$ cat config.mk
export PLATFORM = sky130hd
export DESIGN_NAME = keypad_scanner
export DESIGN_NICKNAME = d
export VERILOG_FILES = /design/src/rtl/calc_pkg.sv /design/src/rtl/keypad_scanner_tick_gen.sv /design/src/rtl/keypad_scanner.sv
export SDC_FILE = /design/constraint.sdc
export NUM_CORES = 1
export LEC_CHECK = 0
export ABC_AREA = 1
export CAP_MARGIN = 25
export CORE_MARGIN = 10
export CORE_UTILIZATION = 40
export DETAILED_ROUTE_END_ITERATION = 8
export PLACE_DENSITY_LB_ADDON = 0.08
export SETUP_SLACK_MARGIN = 0.3
export SLEW_MARGIN = 10
export SYNTH_ARGS = -nofsm -noshare
export SYNTH_HDL_FRONTEND = slang
export SYNTH_SLANG_ARGS = --single-unit
$ cat constraint.sdc
create_clock -name clk -period 1.8 [get_ports clk]
set_clock_uncertainty 0.1 [all_clocks]
set_input_delay 0.27 -clock clk [delete_from_list [all_inputs] [get_ports clk]]
set_output_delay 0.27 -clock clk [all_outputs]
set_load 0.02 [all_outputs]
$ cat src/rtl/calc_pkg.sv
// Shared definitions for the calculator datapath and its keypad front end.
// Contents:
//   KEY_*          4-bit key codes produced by the keypad scanner
//   key_class_t    class of a key: digit / operator / equals / clear
//   scan_state_t   keypad scanner FSM state encoding
//   key_lookup     (row, col) -> key code for the 4x4 matrix
//   key_classify   key code -> key class
//   lowest_low_row index of the lowest-numbered row pulled low
package calc_pkg;

  localparam logic [3:0] KEY_0   = 4'h0;
  localparam logic [3:0] KEY_1   = 4'h1;
  localparam logic [3:0] KEY_2   = 4'h2;
  localparam logic [3:0] KEY_3   = 4'h3;
  localparam logic [3:0] KEY_4   = 4'h4;
  localparam logic [3:0] KEY_5   = 4'h5;
  localparam logic [3:0] KEY_6   = 4'h6;
  localparam logic [3:0] KEY_7   = 4'h7;
  localparam logic [3:0] KEY_8   = 4'h8;
  localparam logic [3:0] KEY_9   = 4'h9;
  localparam logic [3:0] KEY_ADD = 4'hA;
  localparam logic [3:0] KEY_SUB = 4'hB;
  localparam logic [3:0] KEY_MUL = 4'hC;
  localparam logic [3:0] KEY_DIV = 4'hD;
  localparam logic [3:0] KEY_EQ  = 4'hE;
  localparam logic [3:0] KEY_CLR = 4'hF;

  typedef enum logic [1:0] {
    CLASS_DIGIT = 2'd0,
    CLASS_OP    = 2'd1,
    CLASS_EQ    = 2'd2,
    CLASS_CLR   = 2'd3
  } key_class_t;

  typedef enum logic [2:0] {
    SCAN         = 3'd0,
    DEBOUNCE     = 3'd1,
    PRESS        = 3'd2,
    WAIT_RELEASE = 3'd3,
    REL_DEBOUNCE = 3'd4
  } scan_state_t;

  // Physical keypad layout:
  //   r0: 1 2 3 +
  //   r1: 4 5 6 -
  //   r2: 7 8 9 *
  //   r3: C 0 = /
  function automatic logic [3:0] key_lookup(input logic [1:0] row, input logic [1:0] col);
    logic [3:0] code;
    case ({row, col})
      4'b00_00: code = KEY_1;
      4'b00_01: code = KEY_2;
      4'b00_10: code = KEY_3;
      4'b00_11: code = KEY_ADD;
      4'b01_00: code = KEY_4;
      4'b01_01: code = KEY_5;
      4'b01_10: code = KEY_6;
      4'b01_11: code = KEY_SUB;
      4'b10_00: code = KEY_7;
      4'b10_01: code = KEY_8;
      4'b10_10: code = KEY_9;
      4'b10_11: code = KEY_MUL;
      4'b11_00: code = KEY_CLR;
      4'b11_01: code = KEY_0;
      4'b11_10: code = KEY_EQ;
      default:  code = KEY_DIV;
    endcase
    return code;
  endfunction

  function automatic key_class_t key_classify(input logic [3:0] code);
    key_class_t cls;
    if (code <= KEY_9)
      cls = CLASS_DIGIT;
    else if (code == KEY_EQ)
      cls = CLASS_EQ;
    else if (code == KEY_CLR)
      cls = CLASS_CLR;
    else
      cls = CLASS_OP;
    return cls;
  endfunction

  // Rows are active-low; the lowest index wins when several are closed.
  // Callers only use the result when at least one row is low.
  function automatic logic [1:0] lowest_low_row(input logic [3:0] rows);
    logic [1:0] idx;
    casez (rows)
      4'b???0: idx = 2'd0;
      4'b??01: idx = 2'd1;
      4'b?011: idx = 2'd2;
      default: idx = 2'd3;
    endcase
    return idx;
  endfunction

endpackage

$ cat src/rtl/keypad_scanner_tick_gen.sv
// Scan-rate tick generator for the keypad scanner.
// A free-running counter 0..CLK_DIV-1; tick is high for the one cycle in
// which the counter sits at its last value, i.e. the cycle before it wraps.
// Ports:
//   clk    system clock
//   reset  asynchronous active-low reset
//   tick   one-cycle pulse every CLK_DIV clocks
module tick_gen #(
  parameter int CLK_DIV = 1000
) (
  input  logic clk,
  input  logic reset,
  output logic tick
);

  localparam int CNT_W = (CLK_DIV > 2) ? $clog2(CLK_DIV) : 1;
  localparam logic [CNT_W-1:0] CNT_LAST = CNT_W'(CLK_DIV - 1);

  logic [CNT_W-1:0] cnt_reg;

  always_ff @(posedge clk or negedge reset) begin
    if (!reset)
      cnt_reg <= '0;
    else if (tick)
      cnt_reg <= '0;
    else
      cnt_reg <= cnt_reg + CNT_W'(1);
  end

  assign tick = (cnt_reg == CNT_LAST);

endmodule

$ cat src/rtl/keypad_scanner.sv
// 4x4 active-low keypad scanner feeding the calculator FSM.
// Drives one column low at a time, synchronises the rows through two flops,
// debounces press and release over DEBOUNCE_TICKS scan ticks and emits one
// single-cycle key event per physical press.
// Ports:
//   clk        system clock
//   reset      asynchronous active-low reset
//   row_in     matrix rows (pulled up, 0 = key closed on driven column)
//   col_out    one-cold column drive
//   key_valid  one-cycle pulse per accepted press
//   key_code   decoded key, held until the next event
//   key_class  0 digit, 1 operator, 2 equals, 3 clear
//   key_busy   high from press detection until release is confirmed
module keypad_scanner
  import calc_pkg::*;
#(
  parameter int CLK_DIV        = 1000,
  parameter int DEBOUNCE_TICKS = 8
) (
  input  logic       clk,
  input  logic       reset,
  input  logic [3:0] row_in,
  output logic [3:0] col_out,
  output logic       key_valid,
  output logic [3:0] key_code,
  output logic [1:0] key_class,
  output logic       key_busy
);

  localparam int DB_W = $clog2(DEBOUNCE_TICKS + 1);
  localparam logic [DB_W-1:0] DB_ONE  = DB_W'(1);
  localparam logic [DB_W-1:0] DB_LAST = DB_W'(DEBOUNCE_TICKS - 1);

  logic tick;

  tick_gen #(.CLK_DIV(CLK_DIV)) u_tick_gen (
    .clk   (clk),
    .reset (reset),
    .tick  (tick)
  );

  // Two-flop synchroniser; idle value is "no key" (all ones).
  logic [3:0] row_meta_reg;
  logic [3:0] row_s_reg;

  always_ff @(posedge clk or negedge reset) begin
    if (!reset) begin
      row_meta_reg <= 4'hF;
      row_s_reg    <= 4'hF;
    end else begin
      row_meta_reg <= row_in;
      row_s_reg    <= row_meta_reg;
    end
  end

  scan_state_t      state_reg,     state_next;
  logic [1:0]       col_idx_reg,   col_idx_next;
  logic [1:0]       cand_row_reg,  cand_row_next;
  logic [DB_W-1:0]  db_cnt_reg,    db_cnt_next;
  logic [3:0]       key_code_reg,  key_code_next;
  key_class_t       key_class_reg, key_class_next;

  always_ff @(posedge clk or negedge reset) begin
    if (!reset) begin
      state_reg     <= SCAN;
      col_idx_reg   <= 2'd0;
      cand_row_reg  <= 2'd0;
      db_cnt_reg    <= '0;
      key_code_reg  <= KEY_0;
      key_class_reg <= CLASS_DIGIT;
    end else begin
      state_reg     <= state_next;
      col_idx_reg   <= col_idx_next;
      cand_row_reg  <= cand_row_next;
      db_cnt_reg    <= db_cnt_next;
      key_code_reg  <= key_code_next;
      key_class_reg <= key_class_next;
    end
  end

  logic       row_any_low;
  logic [1:0] row_low_idx;
  logic       cand_high;

  assign row_any_low = (row_s_reg != 4'hF);
  assign row_low_idx = lowest_low_row(row_s_reg);
  assign cand_high   = row_s_reg[cand_row_reg];

  always_comb begin
    state_next     = state_reg;
    col_idx_next   = col_idx_reg;
    cand_row_next  = cand_row_reg;
    db_cnt_next    = db_cnt_reg;
    key_code_next  = key_code_reg;
    key_class_next = key_class_reg;

    case (state_reg)
      SCAN: begin
        if (tick) begin
          if (!row_any_low) begin
            col_idx_next = col_idx_reg + 2'd1;
          end else begin
            cand_row_next = row_low_idx;
            db_cnt_next   = DB_ONE;
            if (DEBOUNCE_TICKS == 1) begin
              // The detecting tick already satisfies a one-tick debounce.
              state_next     = PRESS;
              key_code_next  = key_lookup(row_low_idx, col_idx_reg);
              key_class_next = key_classify(key_lookup(row_low_idx, col_idx_reg));
            end else begin
              state_next = DEBOUNCE;
            end
          end
        end
      end

      DEBOUNCE: begin
        if (tick) begin
          if (row_any_low && (row_low_idx == cand_row_reg)) begin
            db_cnt_next = db_cnt_reg + DB_ONE;
            if (db_cnt_reg == DB_LAST) begin
              // Code is latched on entry so it is already valid in the PRESS cycle.
              state_next     = PRESS;
              key_code_next  = key_lookup(cand_row_reg, col_idx_reg);
              key_class_next = key_classify(key_lookup(cand_row_reg, col_idx_reg));
            end
          end else begin
            // Abort without advancing: the same column is re-examined next tick.
            state_next = SCAN;
          end
        end
      end

      PRESS: begin
        state_next = WAIT_RELEASE;
      end

      WAIT_RELEASE: begin
        if (tick && cand_high) begin
          db_cnt_next = DB_ONE;
          state_next  = (DEBOUNCE_TICKS == 1) ? SCAN : REL_DEBOUNCE;
        end
      end

      REL_DEBOUNCE: begin
        if (tick) begin
          if (!cand_high) begin
            state_next = WAIT_RELEASE;
          end else begin
            db_cnt_next = db_cnt_reg + DB_ONE;
            if (db_cnt_reg == DB_LAST)
              state_next = SCAN;
          end
        end
      end

      default: begin
        state_next = SCAN;
      end
    endcase
  end

  // One-cold column drive straight from the column index register.
  for (genvar gi = 0; gi < 4; gi++) begin : g_col
    assign col_out[gi] = (col_idx_reg != 2'(gi));
  end

  assign key_valid = (state_reg == PRESS);
  assign key_busy  = (state_reg != SCAN);
  assign key_code  = key_code_reg;
  assign key_class = key_class_reg;

endmodule
== Word-level counts from Yosys, hierarchy flattened ==
Memory sizes are Yosys's and may differ from the RTL's. A register that Yosys moved wholly into a read port is not among the register bits.
Cells that the tools add are included.

* Flip-flop bits (word level): 31
* Word-level logic and storage cells: 82
* Bits in read-only memories: 128
* Input bits: 6
* Memories kept: 2
* Output and inout bits: 12

{| class="wikitable"
|+ Memories
! memory !! words !! bits a word !! rd ports !! clocked after memory_dff !! write ports !! RTL line !! source
|-
| (name not given) || 16 || 4 || 1 || 1 || 0 || calc_pkg.sv:50 || <nowiki>case ({row, col})</nowiki>
|-
| (name not given) || 16 || 4 || 1 || 0 || 0 || calc_pkg.sv:50 ||
|}

* Reductions and logical operators: 12
* Equality and inequality tests: 24
* Add/sub/neg operators: 3
* $lt $le $gt $ge: 2
* Multiplexer cells: 29
* Bitwise logic cells: 2

{| class="wikitable"
|+ Operators by type and width
! operator !! count
|-
| $mux W4 || 11
|-
| $mux W3 || 9
|-
| $ne A2 B2 Y1 const B || 9
|-
| $pmux W4 S4 || 1
|-
| $pmux W3 S5 || 1
|-
| $add A10 B1 Y10 const B || 1
|-
| $eq A10 B10 Y1 const B || 1
|-
| $mux W10 || 1
|-
| $eq A3 B2 Y1 const B || 3
|-
| $eq A4 B4 Y1 const B || 2
|-
| $reduce_and A8 Y1 || 1
|-
| $reduce_and A7 Y1 || 1
|-
| $mux W2 || 3
|-
| $ne A3 B3 Y1 const B || 2
|-
| $pmux W2 S3 || 1
|-
| $reduce_and A3 Y1 || 2
|-
| $add A4 B1 Y4 const B || 1
|-
| $eq A4 B3 Y1 const B || 1
|-
| $le A4 B4 Y1 const B || 1
|-
| $ne A4 B4 Y1 const B || 1
|-
| $reduce_and A4 Y1 || 1
|-
| $reduce_bool A4 Y1 || 1
|-
| $eq A3 B1 Y1 const B || 1
|-
| $eq A3 B3 Y1 const B || 1
|-
| other kinds (13) || 15
|}

== Longest topological paths before layout ==
Gate-level depths: netlist of the first run.

* Depth in word-level cells: 11
* Depth in mapped cells: 12
* Depth with buffers taken out: 11

== Cells and area by module ==
From an unflattened synthesis of the first run, not the netlist that was laid out.

* Cell total of the unflattened synthesis: 254
* Area total of the unflattened synthesis: 2,073.2 µm²

{| class="wikitable"
|+ By module, submodules not included
! module !! area each (µm²) !! instances !! seq. area each (µm²) !! cells each
|-
| keypad_scanner || 1,524.0 || 1 || 635.6 || 177
|-
| tick_gen || 549.3 || 1 || 250.2 || 77
|}

== Worst setup path before layout of the first run ==
OpenSTA, ideal clock, no wires.

* Kind: register to register
* From: register col_idx_reg[0]
* To: register key_class_reg[0], in the netlist key_class[0]
* Clock period less this slack: 1,625 ps
* Path slack: 175 ps
* Setup time: 118 ps
* Arrival time: 1,407 ps
* Stages on the path, launching flop included: 10
* Data required time: 1,582 ps
* Buffers on the path: 0
* Path through: dfrtp_1 inv_1 ha_1 inv_1 o211ai_1 o21ai_0 nor2_1 nand2_1 nand3_1 nand2_1

* Cells in the longest elaborated chain, start to end: 8
* Elaborated cells between the ends (all ways): 9
* Those cells by class: order compare: 1; eq/ne: 1; mux: 6; memory: 1

{| class="wikitable"
|+ RTL lines
! item !! RTL line !! source
|-
| start: declaration || keypad_scanner.sv:57 || <nowiki>logic [1:0] col_idx_reg, col_idx_next;</nowiki>
|-
| start signal: assignment || keypad_scanner.sv:73 || <nowiki>col_idx_reg <= col_idx_next;</nowiki>
|-
| $mem_v2 Z16 W4 (*) || -- ||
|-
| $mux W4 (*) || keypad_scanner.sv:121 || <nowiki>if (db_cnt_reg == DB_LAST) begin</nowiki>
|-
| $mux W4 (*) || keypad_scanner.sv:119 || <nowiki>if (row_any_low && (row_low_idx == cand_row_reg)) begin</nowiki>
|-
| $mux W4 (*) || keypad_scanner.sv:118 || <nowiki>if (tick) begin</nowiki>
|-
| $mux W4 (*) || keypad_scanner.sv:97 || <nowiki>case (state_reg)</nowiki>
|-
| parallel branches: the longest is 2 deep, another holds $le A4 B4 Y1 || -- ||
|-
| $mux W2 (*) || calc_pkg.sv:73 || <nowiki>if (code <= KEY_9)</nowiki>
|-
| end signal: assignment || keypad_scanner.sv:77 || <nowiki>key_class_reg <= key_class_next;</nowiki>
|-
| end: declaration || keypad_scanner.sv:61 || <nowiki>key_class_t key_class_reg, key_class_next;</nowiki>
|}

Mark *: on every way between the ends. The select of a mux whose other input is x is not followed.
A chain may end at the register's enable or synchronous reset.

== Worst setup path in the final report of the first run ==
* From: register state_reg[0]
* To: register db_cnt_reg[1]

* Cells in the longest elaborated chain, start to end: 3
* Elaborated cells between the ends (all ways): 14
* Those cells by class: eq/ne: 10; mux: 1; reduce/logical: 3

{| class="wikitable"
|+ RTL lines
! item !! RTL line !! source
|-
| start: declaration || keypad_scanner.sv:56 || <nowiki>scan_state_t state_reg, state_next;</nowiki>
|-
| start signal: assignment || keypad_scanner.sv:72 || <nowiki>state_reg <= state_next;</nowiki>
|-
| $eq A3 B3 Y1 (tied with other cells) || keypad_scanner.sv:97 ||
|-
| $reduce_bool A4 Y1 (no source line) or $ne A2 B2 Y1 (tied branches) || -- ||
|-
| $reduce_and A8 Y1 (no source line) || -- ||
|-
| end signal: assignment || keypad_scanner.sv:75 || <nowiki>db_cnt_reg <= db_cnt_next;</nowiki>
|-
| end: declaration || keypad_scanner.sv:59 || <nowiki>logic [DB_W-1:0] db_cnt_reg, db_cnt_next;</nowiki>
|}

Several ways; a longest one is shown, not always the timed one.

==> results of run 1 <==
==> power breakdown <==
part	internal [mW]	switching (mW)	total, mW
Clock	0.552	0.290	0.842
Combinational	0.0253	0.0376	0.0629
Sequential	0.803	0.00719	0.810
==> synth_stat cells (2+ instances only) <==
cell and count:
a21oi_1 9, buf_4 2, dfrtp_1 27, dfstp_2 8, ha_1 8, inv_1 27
inv_2 4, inv_4 2, nand2_1 52, nand2_2 20, nand3_1 16, nand3_2 3
nor2_1 22, nor2_4 5, nor3_1 5, o211ai_1 2, o21ai_0 7, o21ai_2 4
xnor2_1 2, xor2_1 3
==> cell families (layout without fill, tap and decap cells) <==
family          count (synthesis)  in the layout
compound gates                 27             27
simple gates                  132            133
xor+xnor                        5              5
flops                          35             35
fa+ha+maj                       8              8
buf+inv                        36             80
==> worst paths after layout <==
path	start	endpoint	slack, ns
min in group clk	row_meta_reg[3]$_DFF_PN1_	row_s_reg[3]$_DFF_PN1_	0.26
worst max-delay path	state_reg[0]$_DFFE_PN0P_	db_cnt_reg[1]$_DFFE_PN0P_	0.19
max in group asynchronous	reset	row_s_reg[2]$_DFF_PN1_	1.10
worst min-delay path	reset	state_reg[2]$_DFFE_PN0P_	0.25
worst min register to register	row_meta_reg[3]$_DFF_PN1_	row_s_reg[3]$_DFF_PN1_	0.26
worst max register to register	state_reg[0]$_DFFE_PN0P_	db_cnt_reg[1]$_DFFE_PN0P_	0.19
==> routing by layer <==
layer	routed length, um	part of all wire [%]	vias up	GRT usage, %
met5	0	0	-	0
met4	65	1.5	0	4.50
met3	187	4.4	6	3.42
met2	2020	47	25	17.4
met1	1990	47	792	12.6
li1	-	-	856	-
==> cells in the final DEF, fill, tap and decap left out, drive strengths merged, types with 3 or more instances in the layout <==
cell	n
nor2	29
dfrtp	27
nand3	21
inv	33
nor3	7
o21ai	12
xor2	3
buf	28
nand2	73
dlygate4sd2	6
clkdlybuf4s50	5
dfstp	8
ha	8
clkbuf	5
a21oi	10
==> cell type report <==
class                   instances  area, um^2
fillers                       433        2240
multi-input cells             173        1200
flip-flops and latches         35         891
repair buffers                 39         355
inverters                      33         134
well taps                      70        87.6
clock buffers                   5        68.8
clock inverters                 3        67.6
==> metrics by stage <==
step / setup slack, ns / instance area, um^2 / hold WS, ns / util (%)
finish: 0.190 / 2800 / 0.248 / 55.6
global route: 0.0660 / 2800 / 0.246 / 55.6
CTS: 0.184 / 2670 / 0.249 / 53.0
detailed placement: 0.0265 / 2370 / 0.247 / 47.1
global placement: 0.0728 / 2370 / 0.246 / 47.1
floorplan: 0.253 / 2090 / -0.126 / -
==> what timing repair did <==
item | 4_1_cts | 5_1_grt
setup buffers | 12 | 4
gates cloned | 1 | 0
pin swaps | 7 | 9
resized for setup | 57 | 27
endpoints found under the setup margin | 28 | 27
==> worst max-delay path, cell delays in order, from the launching register on <==
cell      delay (ns)
dfrtp_1         0.42
buf_4           0.16
o21ai_0         0.39
inv_1           0.14
nand2_1         0.10
a21oi_1         0.05
nand3b_1        0.09
nand2_1         0.05
==> results.yml, run 1 <==
status:
  outcome: "finished, final reports clean"
final_layout:
  drive_gt1_share_pct: 43.1
  n_antenna_cell: 0
  largest_reg_flops: 10
  stdcell_count: 358
  syn_to_final_growth_pct: 36.0
  finalNetCount: 301
yosys:
  synthesis.nets: 257
  avgSynthCellArea_um2: 8.48
  synthMuxAreaShare_pct: 0
  async_flop_share_pct: 100
  netlist_area_mm2: 0.00206
  synthSimpleGateAreaFrac_pct: 33.9
  synth-seq-cells: 35
  synth_top_family_by_area: "simple AND/OR/NAND/NOR gates"
  ys_types: 35
  synth_area_leader_cell: "dfrtp_1"
  synthXorXnorAreaFrac_pct: 2.13
  syn_inst: 243
  synthAdderAreaFrac_pct: 4.86
  yosys_most_used_dff: "dfrtp_1"
  synth_top_area_share_pct: 32.8
  synth-seq-area-share_pct: 43.0
  netlist_top_cells_area: "dfrtp_1 33%, dfstp_2 10%, nand2_1 9.5%, nand2_2 6.1%, inv_1 4.9%"
  ys_warn_count: 0
  synth-edff-count: 0
  synth_compound_area_share_pct: 8.57
sta:
  rsz0062_at_grt: "true"
  worst_slew_pin_slew_ns: 0.460
  tns_ns: 0
  finalSetupViolations: 0
  fin_crit_sh_pct: 89.4
  fmax_mhz: 621
  hold_viol: 0
  slew_viol_final: 0
  fin_crit_ns: 1.61
  slew_headroom_pct: 69.0
critical_path:
  critPathKind: "flop to flop"
  endpoint_kind: "flop"
  r2r_cells: 7
  cp_max_fo: 5
  worstPathRequired_ns: 1.88
  cp-start-kind: "flop"
  arrival_ns: 1.69
drt:
  drcViolationCount: 0
  firstDrtPassIters: 4
  drt-total-wl_um: 4260
  viasPerCell: 4.69
  drt_iter0_drc: 65
  ant_nets: 0
  num_vias: 1679
  wire_per_inst_um: 11.9
clock_network:
  root_buffer: "clkbuf_8"
  cts_hold_buffers: 0
  clock_path_buffers: 2
  clock_latency_ns: 0.28
  clk_pin_slew_worst_paths_ns: 0.07
  htreeDepth: 2
  numCtsBuffers: 5
  cts_tree: "yes"
  clock_sinks: 35
grt:
  grt_pass1_vias: 1667
  grt_usage_pct: 10.6
  overflow: 0
  antenna_found_initial: 0
  grt_start_max_net_pins: 36
  grt_first_pass_wirelength_um: 7480
die:
  die_w_um: 91.8
  chipHeight_um: 91.8
  rows: 26
  core_region_area_mm2: 0.00504
  dieArea_mm2: 0.00842
  start_util_pct: 40.8
  ios: 18
min_path:
  hp-class: "input port to asynchronous set/reset pin"
power_and_ir_drop:
  totalPowerFinal_mw: 1.71
  power_density_mw_per_mm2: 612
  p_leak_nw: 1.36
  vdd_drop_max_v: 0.000595
flow_run:
  drv_cap: 0
place:
  dp_cells: 333
  gp_congestion: 0.804
  portBuffers: 17
  dpl.hpwl_um: 3010
No activity file was read; power rests on OpenSTA's default activity.
==> run 2: changes to the inputs <==
- CORE_UTILIZATION: 40 -> 57
==> results.yml, run 2 (synthesis gave the netlist of run 1 again) <==
grt:
  antenna_found_initial: 0
  grt_pass1_vias: 1611
  grt_start_max_net_pins: 36
  grt_first_pass_wirelength_um: 7250
  overflow: 0
  grt_usage_pct: 14.1
die:
  ios: 18
  die_w_um: 80.1
  dieArea_mm2: 0.00642
  core_region_area_mm2: 0.00342
  chipHeight_um: 80.1
  start_util_pct: 60.3
  rows: 21
place:
  dpl.hpwl_um: 2820
  dpl_worst_slack_ns: 0.0278
  gp_congestion: 0.902
  portBuffers: 17
final_layout:
  fillers: 202
  syn_to_final_growth_pct: 37.8
  register_area_um2: 892
  drive_gt1_share_pct: 48.7
  multiInputGateArea_mm2: 0.00123
  final_cell_mix: "51 x nand2_1, 26 x buf_4, 22 x dfrtp_1, 18 x nand2_2, 18 x inv_1"
  mostFrequentLayoutCell: "nand2_1"
  finalNetCount: 311
  largest_reg_flops: 10
  utilization_pct: 83.1
  n_antenna_cell: 0
clock_network:
  clock_path_buffers: 2
  root_buffer: "clkbuf_4"
  htreeDepth: 2
  clock_sinks: 35
  cts_tree: "yes"
  clk_pin_slew_worst_paths_ns: 0.11
  clock_latency_ns: 0.34
  numCtsBuffers: 5
  cts_hold_buffers: 0
sta:
  tns_ns: 0
  hold_viol: 0
  slew_viol_final: 0
  whs_ns: 0.225
  worst_slack_ns: 0.0437
  worst_slew_pin_slew_ns: 0.434
  rsz0062_at_grt: "true"
  slew_headroom_pct: 71.1
  fin_crit_ns: 1.76
  finalSetupViolations: 0
  fmax_mhz: 569
  fin_crit_sh_pct: 97.6
critical_path:
  path_buf_inv: 1
  cp_max_fo: 3
  critPathKind: "flop to flop"
  max_stage_delay_ns: 0.39
  crit_top_cell: "a21oi_1"
  cp_slowest_cell: "dfrtp_1"
  worstPathRequired_ns: 1.92
  endpoint_kind: "flop"
  cp-start-kind: "flop"
  arrival_ns: 1.88
  cp_top_family: "simple AND/OR/NAND/NOR gates"
  path_cells: "ha_2 > nand2_4 > nor2_4 > nand3_4 > buf_6 > nor2_1 > nand2_1 > a21oi_1 > a21oi_1"
drt:
  drcViolationCount: 0
  ant_nets: 0
  firstDrtPassIters: 4
  drt_iter0_drc: 103
  viasPerCell: 5.20
  wire_per_inst_um: 14.1
  drt-total-wl_um: 4840
  num_vias: 1788
power_and_ir_drop:
  power_density_mw_per_mm2: 515
  p_leak_nw: 1.38
  vdd_drop_max_v: 0.000763
status:
  outcome: "finished, final reports clean"
flow_run:
  drv_cap: 0
min_path:
  hp-class: "input port to asynchronous set/reset pin"
run 2: cell count changes in the layout (fill, tap and decap cells not counted), sizes merged:
cell / delta
buf: +10
clkinvlp: -1
clkbuf: +1
clkinv: +1
bufinv: -1
run 2: power by group:
| part | internal [mW] | switching, mW | total [mW] |
|---|---|---|---|
| combinational | 0.0219 | 0.0379 | 0.0599 |
| sequential | 0.802 | 0.00780 | 0.810 |
| clock | 0.328 | 0.263 | 0.591 |
run 2: worst paths after layout:
path | from | end | slack, ns | cells after the start
max | u_tick_gen.cnt_reg[1]$_DFF_PN0_ | cand_row_reg[0]$_DFFE_PN0P_ | 0.04 | 9
min | reset | state_reg[2]$_DFFE_PN0P_ | 0.22 | 2
max in group asynchronous | reset | row_s_reg[0]$_DFF_PN1_ | 1.02 | 2
min in group clk | row_in[0] | row_meta_reg[0]$_DFF_PN1_ | 0.23 | 1
min reg2reg | row_meta_reg[1]$_DFF_PN1_ | row_s_reg[1]$_DFF_PN1_ | 0.26 | 0
max reg2reg | u_tick_gen.cnt_reg[1]$_DFF_PN0_ | cand_row_reg[0]$_DFFE_PN0P_ | 0.04 | 9
run 2: through the flow:
step / instances / cell area [um^2] / total power, mW
CTS: 330 / 2550 / 1.47
detailed placement: 308 / 2320 / 0.880
global route: 344 / 2840 / 1.51
floorplan: 243 / 2090 / 0.847
finish: 344 / 2840 / 1.46
global placement: 308 / 2320 / 0.878
run 2: timing repair:
action                                  4_1_cts  5_1_grt
endpoints found under the setup margin       28       27
setup buffers                                13       14
resized for setup                            55       49
gates cloned                                  1        0
pin swaps                                     5       22
run 2: final cells by class:
type | instances | share of cell area (%)
flip-flops and latches | 35 | 31.4
well taps | 46 | 2.03
clock buffers | 6 | 1.81
inverters | 33 | 4.72
multi-input cells | 173 | 43.5
clock inverters | 2 | 1.23
repair buffers | 49 | 15.3
run 2: metal layers:
| metal | vias up | share of wire [%] | global-route usage [%] |
|---|---|---|---|
| met1 | 856 | 41 | 16.9 |
| met2 | 43 | 52 | 22.8 |
| met3 | 15 | 5.7 | 5.01 |
| li1 | 874 | - | - |
| met5 | - | 0 | 0 |
| met4 | 0 | 2.1 | 4.75 |
